==> src/rtl/iterative_multiplier.sv <==
// iterative_multiplier: shift-add multiplier, one multiplier bit per RUN cycle.
// Optional two's-complement mode (Signed port) when MULT_SIGNED_EN is defined.
`default_nettype none

module iterative_multiplier #(
  parameter int WID_DATA = 32
) (
  input  logic                Clock,
  input  logic                Reset,
  input  logic                Start,
  input  logic [WID_DATA-1:0] OperandA,
  input  logic [WID_DATA-1:0] OperandB,
`ifdef MULT_SIGNED_EN
  input  logic                Signed,
`endif
  output logic                Busy,
  output logic                Done,
  output logic                Stall,
  output logic [WID_DATA-1:0] ProductHi,
  output logic [WID_DATA-1:0] ProductLo
);

  localparam int                c_CNT_W = (WID_DATA > 2) ? $clog2(WID_DATA) : 1;
  localparam logic [c_CNT_W-1:0] c_LAST = c_CNT_W'(WID_DATA - 1);

  typedef enum logic [1:0] {
    S_IDLE = 2'd0,
    S_RUN  = 2'd1,
    S_DONE = 2'd2
  } state_t;

  state_t                  r_state;
  state_t                  w_next;
  logic                    w_accept;
  logic                    w_last;

  logic [c_CNT_W-1:0]      r_cnt;
  logic [WID_DATA-1:0]     r_mcand;
  logic [WID_DATA-1:0]     r_mplier;
  logic [WID_DATA-1:0]     r_acc;
  logic                    r_neg;

  logic                    w_a_neg;
  logic                    w_b_neg;
  logic [WID_DATA-1:0]     w_mag_a;
  logic [WID_DATA-1:0]     w_mag_b;
  logic [WID_DATA:0]       w_addend;
  logic [WID_DATA:0]       w_sum;
  logic [2*WID_DATA-1:0]   w_raw;
  logic [2*WID_DATA-1:0]   w_res;

`ifdef MULT_SIGNED_EN
  assign w_a_neg = Signed & OperandA[WID_DATA-1];
  assign w_b_neg = Signed & OperandB[WID_DATA-1];
`else
  assign w_a_neg = 1'b0;
  assign w_b_neg = 1'b0;
`endif

  // Most-negative input negates to itself, which is the correct unsigned magnitude.
  assign w_mag_a = w_a_neg ? (~OperandA + 1'b1) : OperandA;
  assign w_mag_b = w_b_neg ? (~OperandB + 1'b1) : OperandB;

  assign w_last   = (r_state == S_RUN) && (r_cnt == c_LAST);
  assign w_addend = r_mplier[0] ? {1'b0, r_mcand} : '0;
  assign w_sum    = {1'b0, r_acc} + w_addend;
  assign w_raw    = {w_sum, r_mplier[WID_DATA-1:1]};
  assign w_res    = r_neg ? (~w_raw + 1'b1) : w_raw;

  always_ff @(posedge Clock) begin
    if (Reset) begin
      r_state <= S_IDLE;
    end else begin
      r_state <= w_next;
    end
  end

  always_comb begin
    w_next   = r_state;
    w_accept = 1'b0;
    Busy     = 1'b0;
    Done     = 1'b0;
    case (r_state)
      S_IDLE: begin
        if (Start) begin
          w_accept = 1'b1;
          w_next   = S_RUN;
        end
      end
      S_RUN: begin
        Busy = 1'b1;
        if (w_last) begin
          w_next = S_DONE;
        end
      end
      S_DONE: begin
        Done = 1'b1;
        if (Start) begin
          w_accept = 1'b1;
          w_next   = S_RUN;
        end else begin
          w_next = S_IDLE;
        end
      end
      default: w_next = S_IDLE;
    endcase
  end

  assign Stall = w_accept | Busy;

  always_ff @(posedge Clock) begin
    if (Reset) begin
      r_cnt     <= '0;
      r_mcand   <= '0;
      r_mplier  <= '0;
      r_acc     <= '0;
      r_neg     <= 1'b0;
      ProductHi <= '0;
      ProductLo <= '0;
    end else if (w_accept) begin
      r_cnt    <= '0;
      r_mcand  <= w_mag_a;
      r_mplier <= w_mag_b;
      r_acc    <= '0;
      r_neg    <= w_a_neg ^ w_b_neg;
    end else if (r_state == S_RUN) begin
      // {carry, acc, multiplier} shifts right; the product ends up in {acc, multiplier}.
      r_acc    <= w_sum[WID_DATA:1];
      r_mplier <= {w_sum[0], r_mplier[WID_DATA-1:1]};
      r_cnt    <= r_cnt + 1'b1;
      if (w_last) begin
        ProductHi <= w_res[2*WID_DATA-1:WID_DATA];
        ProductLo <= w_res[WID_DATA-1:0];
      end
    end
  end

endmodule

`default_nettype wire

==> config.mk <==
export PLATFORM = sky130hd
export DESIGN_NAME = iterative_multiplier
export DESIGN_NICKNAME = d
export VERILOG_FILES = /design/src/rtl/iterative_multiplier.sv
export SDC_FILE = /design/constraint.sdc
export NUM_CORES = 1
export LEC_CHECK = 0
export BUFFER_PORTS_ARGS = -buffer_cell sky130_fd_sc_hd__buf_4
export CORE_MARGIN = 2
export CORE_UTILIZATION = 60
export DETAILED_ROUTE_END_ITERATION = 8
export PLACE_DENSITY_LB_ADDON = 0.15
export SYNTH_ARGS = -nofsm -noshare
export SYNTH_HDL_FRONTEND = slang
export SYNTH_SLANG_ARGS = --single-unit
==> constraint.sdc <==
create_clock -name Clock -period 4.4 [get_ports Clock]
set_input_delay 1.32 -clock Clock [delete_from_list [all_inputs] [get_ports Clock]]
set_output_delay 1.32 -clock Clock [all_outputs]
set_load 0.01 [all_outputs]
# After elaboration in Yosys (flattened, before gate mapping)
# Cells that the tools add are included.
# word_totals
memories,0
latch_bits,0
regBits,167
mem_bits_rw,0
in_bits,67
romBits,0
elab_cells,34
# classes
n_bitwise,2
multipliers,0
n_lt_le_gt_ge,0
add_sub_neg,2
shifts,0
div_mod_pow,0
reduce_logical,7
n_eq_ne,5
n_mux,11
# ops
op,n
$mux W32,3
$add A32 B32 Y33,1
$pmux W2 S3,1
$add A5 B1 Y5 const B,1
$eq A5 B5 Y1 const B,1
$mux W1,5
$mux W2,2
$ne A2 B2 Y1 const B,2
$reduce_or A2 Y1,2
$reduce_and A3 Y1,1
$eq A2 B1 Y1 const B,1
$eq A2 B2 Y1 const B,1
$logic_not A2 Y1,1
$reduce_and A2 Y1,1
$reduce_bool A2 Y1,1
$logic_and A1 B1 Y1,1
$not A1 Y1,1
$or A1 B1 Y1,1

# Longest topological paths before layout
# Gate-level depths: netlist of the first run.
# logic_depth
word_depth,5
mapped_depth,13
ltp_nobuf,12

# Least setup slack after synthesis of the first run
# No wires, ideal clock.
# synth_path
path_kind,input to output
startpoint,in Start
endpoint,out Stall
cell_stages,3
path_slack_ns,1.223
arrival_ns,1.857
cell_sequence,nand2b_1 nand2_1 clkbuf_1
# synth_via
elab_chain_cells,3
# synth_lines
element,line_no,source
start: declaration,10,"input logic Start,"
$mux W1,"85, 98",
$mux W1,--,
$or A1 B1 Y1,109,assign Stall = w_accept | Busy;
end: declaration,18,"output logic Stall,"
# No other way between the ends.

# Worst setup path in the final report of the first run
# layout_path
startpoint,reg r_mplier[0]
endpoint,reg ProductHi[15]
# layout_via
elab_chain_cells,2
# layout_lines
element,line_no,source
start: declaration,39,logic [WID_DATA-1:0] r_mplier;
start signal: assignment,123,r_mplier <= w_mag_b;
start signal: assignment,129,"r_mplier <= {w_sum[0], r_mplier[WID_DATA-1:1]};"
$mux W32,65,"assign w_addend = r_mplier[0] ? {1'b0, r_mcand} : '0;"
$add A32 B32 Y33,66,"assign w_sum = {1'b0, r_acc} + w_addend;"
end signal: assignment,132,ProductHi <= w_res[2*WID_DATA-1:WID_DATA];
end: declaration,19,"output logic [WID_DATA-1:0] ProductHi,"
# No other way between the ends.
# A chain may end at the register's enable or synchronous reset.

==> impl_metrics.tcl, run 1 <==
set metrics [dict create \
    status "complete, no violations" \
    maxSlewViolCount 0 \
    clkPwrFrac_pct 45.0 \
    clockBufferDepth 2 \
    hold-worst-slack_ps 450 \
    worstPathArrival_ps 4020 \
    nets 1186 \
    place_ws_ps 828 \
    grt_setup_unrepaired "no" \
    synth_fa_ha_area_share_pct 5.81 \
    syn_to_final_growth_pct 21.5 \
    r2r_start "r_mplier[0]" \
    synth.avg_cell_area_um2 7.76 \
    tns_ps 0 \
    cts_buffers 17 \
    wirelength_um 19400 \
    cp_data_required_time_ps 4750 \
    ctsRootBufferMaster "clkbuf_16" \
    maxCapViolations 0 \
    die-width_um 117 \
    crit_fanout 33 \
    worst_slew_pin_slew_ps 1160 \
    crit_path_start "r_mplier[0]" \
    drt_first_pass_iters 5 \
    syn_nets 1090 \
    antenna_found_initial 0 \
    synth_cells 988 \
    wl_per_cell_um 15.3 \
    p_switching_uw 821 \
    drt-initial-drc-count 658 \
    final_util_pct 74.1 \
    finalCriticalPeriod_ps 3660 \
    combPwrFrac_pct 8.3 \
    rows 41 \
    fp.dieH_um 117 \
    cts_tree "yes" \
    p_per_area_nw_per_um2 371 \
    synth_seq_cells 167 \
    ys.flop_type "dfxtp_1" \
    clk-insertion-delay-late_ps 430 \
    dpl.hpwl_um 12600 \
    fin_cells 1269 \
    track_usage_pct 28.6 \
    fin_ws_ps 737 \
    place_inst 1237 \
    p_leak_nw 3.92 \
    ys_seq_area_share_pct 43.6 \
    synthMuxAreaShare_pct 0.261 \
    fin_crit_sh_pct 83.3 \
    p_int_mw 2.63 \
    core_um2 12600 \
    yosys.area_share.simple_pct 23.7 \
    boundaryPins 134 \
    antenna_cells 0 \
    clock_sinks 167 \
    place_congestion 0.923 \
    synth.distinct_cells 53 \
    use_met2_pct 48.3 \
    grt_overflow 0 \
    relSlewSlack_pct 22.8 \
    max_freq_mhz 273 \
    ys_warn_count 0 \
    grt_pass1_vias 6665 \
    met1_usage_pct 36.6 \
    gr-max-usage-layer "met2" \
    vias 7163 \
    start_kind "register" \
    met3_usage_pct 6.02 \
    drive_gt1_share_pct 16.8 \
    synth_area_um2 7670 \
    drc_errors 0 \
    detail-route-antenna-nets 0 \
    io_buffers 133 \
    seqPwrFrac_pct 46.7 \
    vias_per_cell 5.64 \
    path_clk_slew_ps 60 \
    finalHoldViolations 0 \
    cts_hold_buffers 0 \
    path_class "reg -> reg" \
    end_kind "register" \
    min-delay-start "r_mcand[0]" \
    ctsResizeCount 0 \
    finalClockSkew_ps 6.26 \
    grt_pass1_wl_um 31400 \
    ir_worst_vdd_v 0.000359 \
    ys_async_sr_fraction_pct 0 \
    netSwitchingFraction_pct 23.8 \
    finalSetupViolCount 0 \
    synth_enable_flop_cells 0 \
    grt_max_degree 87 \
    synth_xor_area_share_pct 3.54 \
    synth_compound_area_share_pct 19.2 \
    cts_max_level 4 \
    hold_path.class "reg -> reg" \
    synth_top_family_by_area "simple AND/OR/NAND/NOR gates" \
    start_util_pct 61.0 \
    rrSetupSlack_ps 740 \
    postCtsSetupRepairBufs 0 \
    die_area_um2 13700 \
]
routing by layer:
metal  vias up  routed length [um]
li1       3559                   -
met1      3373                8730
met2       202                9340
met3        29                 972
met4         0                 369
met5         -                   0
kinds of logic (layout without fill, tap and decap cells):
logic type,count (synthesis),count (layout)
and+or+nand+nor,427,427
AOI/OAI and AO/OA,251,251
DFF,167,167
buffers and inverters,75,184
adders and majority gates,35,35
xor gates and xnor gates,31,31
muxes,2,2
critical path, cell delays in order (launching register included):
cell      delay, ps
dfxtp_1         640
and2_1          300
ha_1            200
fa_1            410
a21o_1          220
a221o_2         390
a21oi_1         230
o21ai_0         250
a211oi_1        380
o31ai_1         120
xor2_1          180
nand2_1          80
a21oi_1         170
power groups by stage:
stage                     clock, mW  sequential [mW]  combinational (mW)
after global routing           1.63             1.62               0.321
after detailed placement          0             1.64               0.283
final                          1.55             1.61               0.287
after CTS                      1.57             1.61               0.286
after floorplan                   0             1.63               0.191
after global placement            0             1.64               0.278
Yosys cell counts, drive strengths merged (15+ instances only):
cell | number | share of area, %
nand2 | 257 | 13
dfxtp | 167 | 44
a21oi | 152 | 10
nor2 | 65 | 3.2
clkbuf | 51 | 2.5
nor3 | 36 | 2.3
ha | 34 | 5.5
and2 | 33 | 2.7
o22ai | 33 | 2.7
o21ai | 22 | 1.4
xor2 | 17 | 1.9
buf | 15 | 0.93
registers in the layout, indices dropped and copies added (netlist names):
name,count
ProductHi,32
ProductLo,32
r_cnt,5
r_mplier,32
r_state,2
r_mcand,32
r_acc,32
cell type report:
class / count / area, um2
clock buffers: 20 / 437
clock inverters: 12 / 175
fillers: 1008 / 3250
inverters: 9 / 33.8
multi-input cells: 746 / 4040
flip-flops and latches: 167 / 3340
well taps: 172 / 215
repair buffers: 143 / 1070
worst paths after layout:
path | to | cells after the start
worst min-delay path | r_mcand[0] | 2
worst max register to register | ProductHi[15] | 12
worst min register to register | r_mcand[0] | 2
worst max-delay path | ProductHi[15] | 12
cells in the final DEF (no fill, tap or decap), types with 2 or more instances in the layout:
| cell | netlist | routed |
|---|---|---|
| clkinvlp_4 | 0 | 3 |
| nand2_1 | 257 | 256 |
| a211oi_1 | 8 | 8 |
| nand2b_2 | 0 | 2 |
| nand4_1 | 7 | 7 |
| xnor2_1 | 14 | 14 |
| nand3_1 | 7 | 7 |
| clkinv_2 | 0 | 3 |
| nand2b_1 | 5 | 3 |
| and2_1 | 33 | 32 |
| o21bai_1 | 3 | 3 |
| inv_1 | 9 | 9 |
| xor2_1 | 17 | 17 |
| nor2b_1 | 6 | 5 |
| nor3_1 | 36 | 36 |
| nor2_1 | 65 | 65 |
| a21oi_1 | 151 | 151 |
| buf_4 | 3 | 143 |
| o21ai_1 | 4 | 4 |
| and3_1 | 6 | 6 |
| a31oi_1 | 4 | 4 |
| o22ai_1 | 33 | 33 |
| a32oi_1 | 2 | 2 |
| dfxtp_1 | 167 | 167 |
| mux2i_1 | 2 | 2 |
| o21a_1 | 4 | 4 |
| clkbuf_1 | 50 | 3 |
| bufinv_16 | 0 | 4 |
| a21o_1 | 5 | 5 |
| clkbuf_16 | 0 | 17 |
| o31ai_1 | 3 | 3 |
| o21ai_0 | 18 | 18 |
| ha_1 | 34 | 34 |
metrics by stage:
stage | cell area, um2 | power, mW
after floorplan | 7670 | 1.82
after global placement | 8700 | 1.92
after detailed placement | 8700 | 1.93
after CTS | 9320 | 3.46
after global routing | 9320 | 3.57
final | 9320 | 3.45
(Power assumes the default switching activity.)
==> run 2: changes to the inputs <==
- ABC_AREA: unset -> 1
- CORE_UTILIZATION: 60 -> 52
- clock period: 4.4 -> 3.28 ns (I/O delays scaled with it)
==> impl_metrics.tcl, run 2 <==
set metrics [dict create \
    status "complete, no violations" \
    p_per_area_nw_per_um2 449 \
    final_common_cell "nand2_1" \
    p_leak_nw 5.73 \
    boundaryPins 134 \
    yosys.area_share.simple_pct 25.5 \
    rows 47 \
    dpl.hpwl_um 16100 \
    synth_cells 1329 \
    crit_fanout 12 \
    place_inst 1633 \
    ctsResizeCount 0 \
    fp.dieH_um 134 \
    die_area_um2 18100 \
    cts_hold_buffers 0 \
    clkPwrFrac_pct 42.6 \
    fin_crit_sh_pct 78.1 \
    start_kind "register" \
    grt_setup_unrepaired "no" \
    syn_to_final_growth_pct 19.3 \
    worstPathArrival_ps 2900 \
    finalClockSkew_ps 9.78 \
    grt_max_degree 117 \
    maxCapViolations 0 \
    drive_gt1_share_pct 13.3 \
    fin_cells 1665 \
    seqPwrFrac_pct 45.9 \
    cts_max_level 4 \
    wl_per_cell_um 13.8 \
    synth_top_area_share_pct 37.8 \
    place_ws_ps 667 \
    ctsRootBufferMaster "clkbuf_16" \
    vias 8450 \
    hold_path.class "reg -> reg" \
    p_total_mw 4.74 \
    p_int_mw 3.36 \
    synth_top_area_cell "dfxtp_1" \
    ir_worst_vdd_v 0.000361 \
    antenna_found_initial 0 \
    place_congestion 0.952 \
    finalCriticalPeriod_ps 2560 \
    synthTopCellsByCount "nand2_1, inv_1, dfxtp_1, nor2_1, o21ai_0" \
    clk-insertion-delay-late_ps 440 \
    nets 1534 \
    vias_per_cell 5.08 \
    ys.flop_type "dfxtp_1" \
    end_kind "register" \
    ys_warn_count 0 \
    synth_fa_ha_area_share_pct 5.04 \
    io_buffers 133 \
    worst_slew_pin_slew_ps 1220 \
    grt_overflow 0 \
    start_util_pct 53.3 \
    wirelength_um 23100 \
    final_cell_mix "nand2_1, inv_1, dfxtp_1, nor2_1, buf_4" \
    drt-initial-drc-count 539 \
    clockBufferDepth 2 \
    drc_errors 0 \
    stdcell_area_um2 10500 \
    cts_buffers 17 \
    synth.avg_cell_area_um2 6.65 \
    synth_compound_area_share_pct 16.8 \
    path_class "reg -> reg" \
    synth.distinct_cells 33 \
    clock_sinks 167 \
    track_usage_pct 26.0 \
    syn_nets 1431 \
    finalHoldViolations 0 \
    tns_ps 0 \
    postCtsSetupRepairBufs 0 \
    path_clk_slew_ps 70 \
    synthMuxAreaShare_pct 0 \
    maxSlewViolCount 0 \
    ys_seq_area_share_pct 37.8 \
    cts_tree "yes" \
    netSwitchingFraction_pct 29.0 \
    detail-route-antenna-nets 0 \
    drt_first_pass_iters 7 \
    yosysMostFrequentCell "nand2_1" \
    die-width_um 134 \
    combPwrFrac_pct 11.6 \
    synth_area_um2 8840 \
    fin_ws_ps 719 \
    place_area_um2 9940 \
    grt_pass1_vias 7949 \
    antenna_cells 0 \
    synth_top_family_by_area "simple AND/OR/NAND/NOR gates" \
    finalSetupViolCount 0 \
    max_freq_mhz 390 \
    synth_area_leaders "dfxtp_1, nand2_1, inv_1" \
    cp_data_required_time_ps 3620 \
    nFillCells 1611 \
    relSlewSlack_pct 18.4 \
    ys_async_sr_fraction_pct 0 \
    core_um2 16600 \
    synth_enable_flop_cells 0 \
    synth_seq_cells 167 \
    p_switching_mw 1.38 \
    synth_xor_area_share_pct 1.39 \
    grt_pass1_wl_um 38000 \
]
-- run 2: per-layer routing --
| layer | up-vias | track usage (%) | routed length [um] |
|---|---|---|---|
| li1 | 4376 | - | - |
| met1 | 3829 | 34.6 | 10700 |
| met2 | 208 | 42.6 | 10800 |
| met3 | 37 | 5.03 | 1110 |
| met4 | 0 | 8.01 | 431 |
| met5 | - | 0 | 0 |
-- run 2: cell families (layout without fill, tap and decap cells) --
| group | Yosys count | count (layout) |
|---|---|---|
| adder cells (fa/ha/maj) | 35 | 35 |
| flip-flops | 167 | 167 |
| AO/OA/AOI/OAI | 253 | 253 |
| buffers and inverters | 307 | 423 |
| XOR/XNOR | 14 | 14 |
| AND/OR/NAND/NOR | 553 | 553 |
-- run 2: final timing paths --
path                                   from   endpoint  slack, ps  cells past startpoint
worst max-delay path            r_mplier[0]  r_acc[27]        720                     14
worst min-delay path               r_cnt[4]   r_cnt[4]        470                      2
worst max register to register  r_mplier[0]  r_acc[27]        720                     14
worst min register to register     r_cnt[4]   r_cnt[4]        470                      2
-- run 2: stage by stage --
step | utilization (%) | hold WS (ps)
2_1_floorplan | - | 445
6_report | 63.6 | 471
3_5_place_dp | 60.0 | 463
4_1_cts | 63.6 | 473
3_3_place_gp | 60.0 | 454
5_1_grt | 63.6 | 499
-- run 2: power groups by stage --
stage               Combinational [mW]  Clock, mW  Sequential (mW)
finish                           0.547       2.02             2.17
global placement                 0.535          0             2.22
CTS                              0.548       2.06             2.17
global route                     0.618       2.13             2.18
detailed placement               0.544          0             2.22
floorplan                        0.380          0             2.20
-- run 2: critical path: stages, from the launching register on --
cell and delay [ps]:
dfxtp_1 640, buf_4 280, nand2_1 70, inv_1 60, ha_1 260, nand2_1 120, inv_1 60, a21oi_1 270
nand3_1 210, nand2_1 150, nand2_1 70, nand2_1 80, nand3_1 70, nand2_1 100, inv_1 40
-- run 2: cell type report --
class / count / area, um2 / share of cell area (%)
clock buffer: 17 / 425 / 4.03
clock inverter: 15 / 175 / 1.66
inverter: 250 / 941 / 8.92
multi-input combinational: 855 / 4300 / 40.8
sequential: 167 / 3340 / 31.7
tap: 220 / 275 / 2.61
timing repair buffer: 141 / 1080 / 10.3
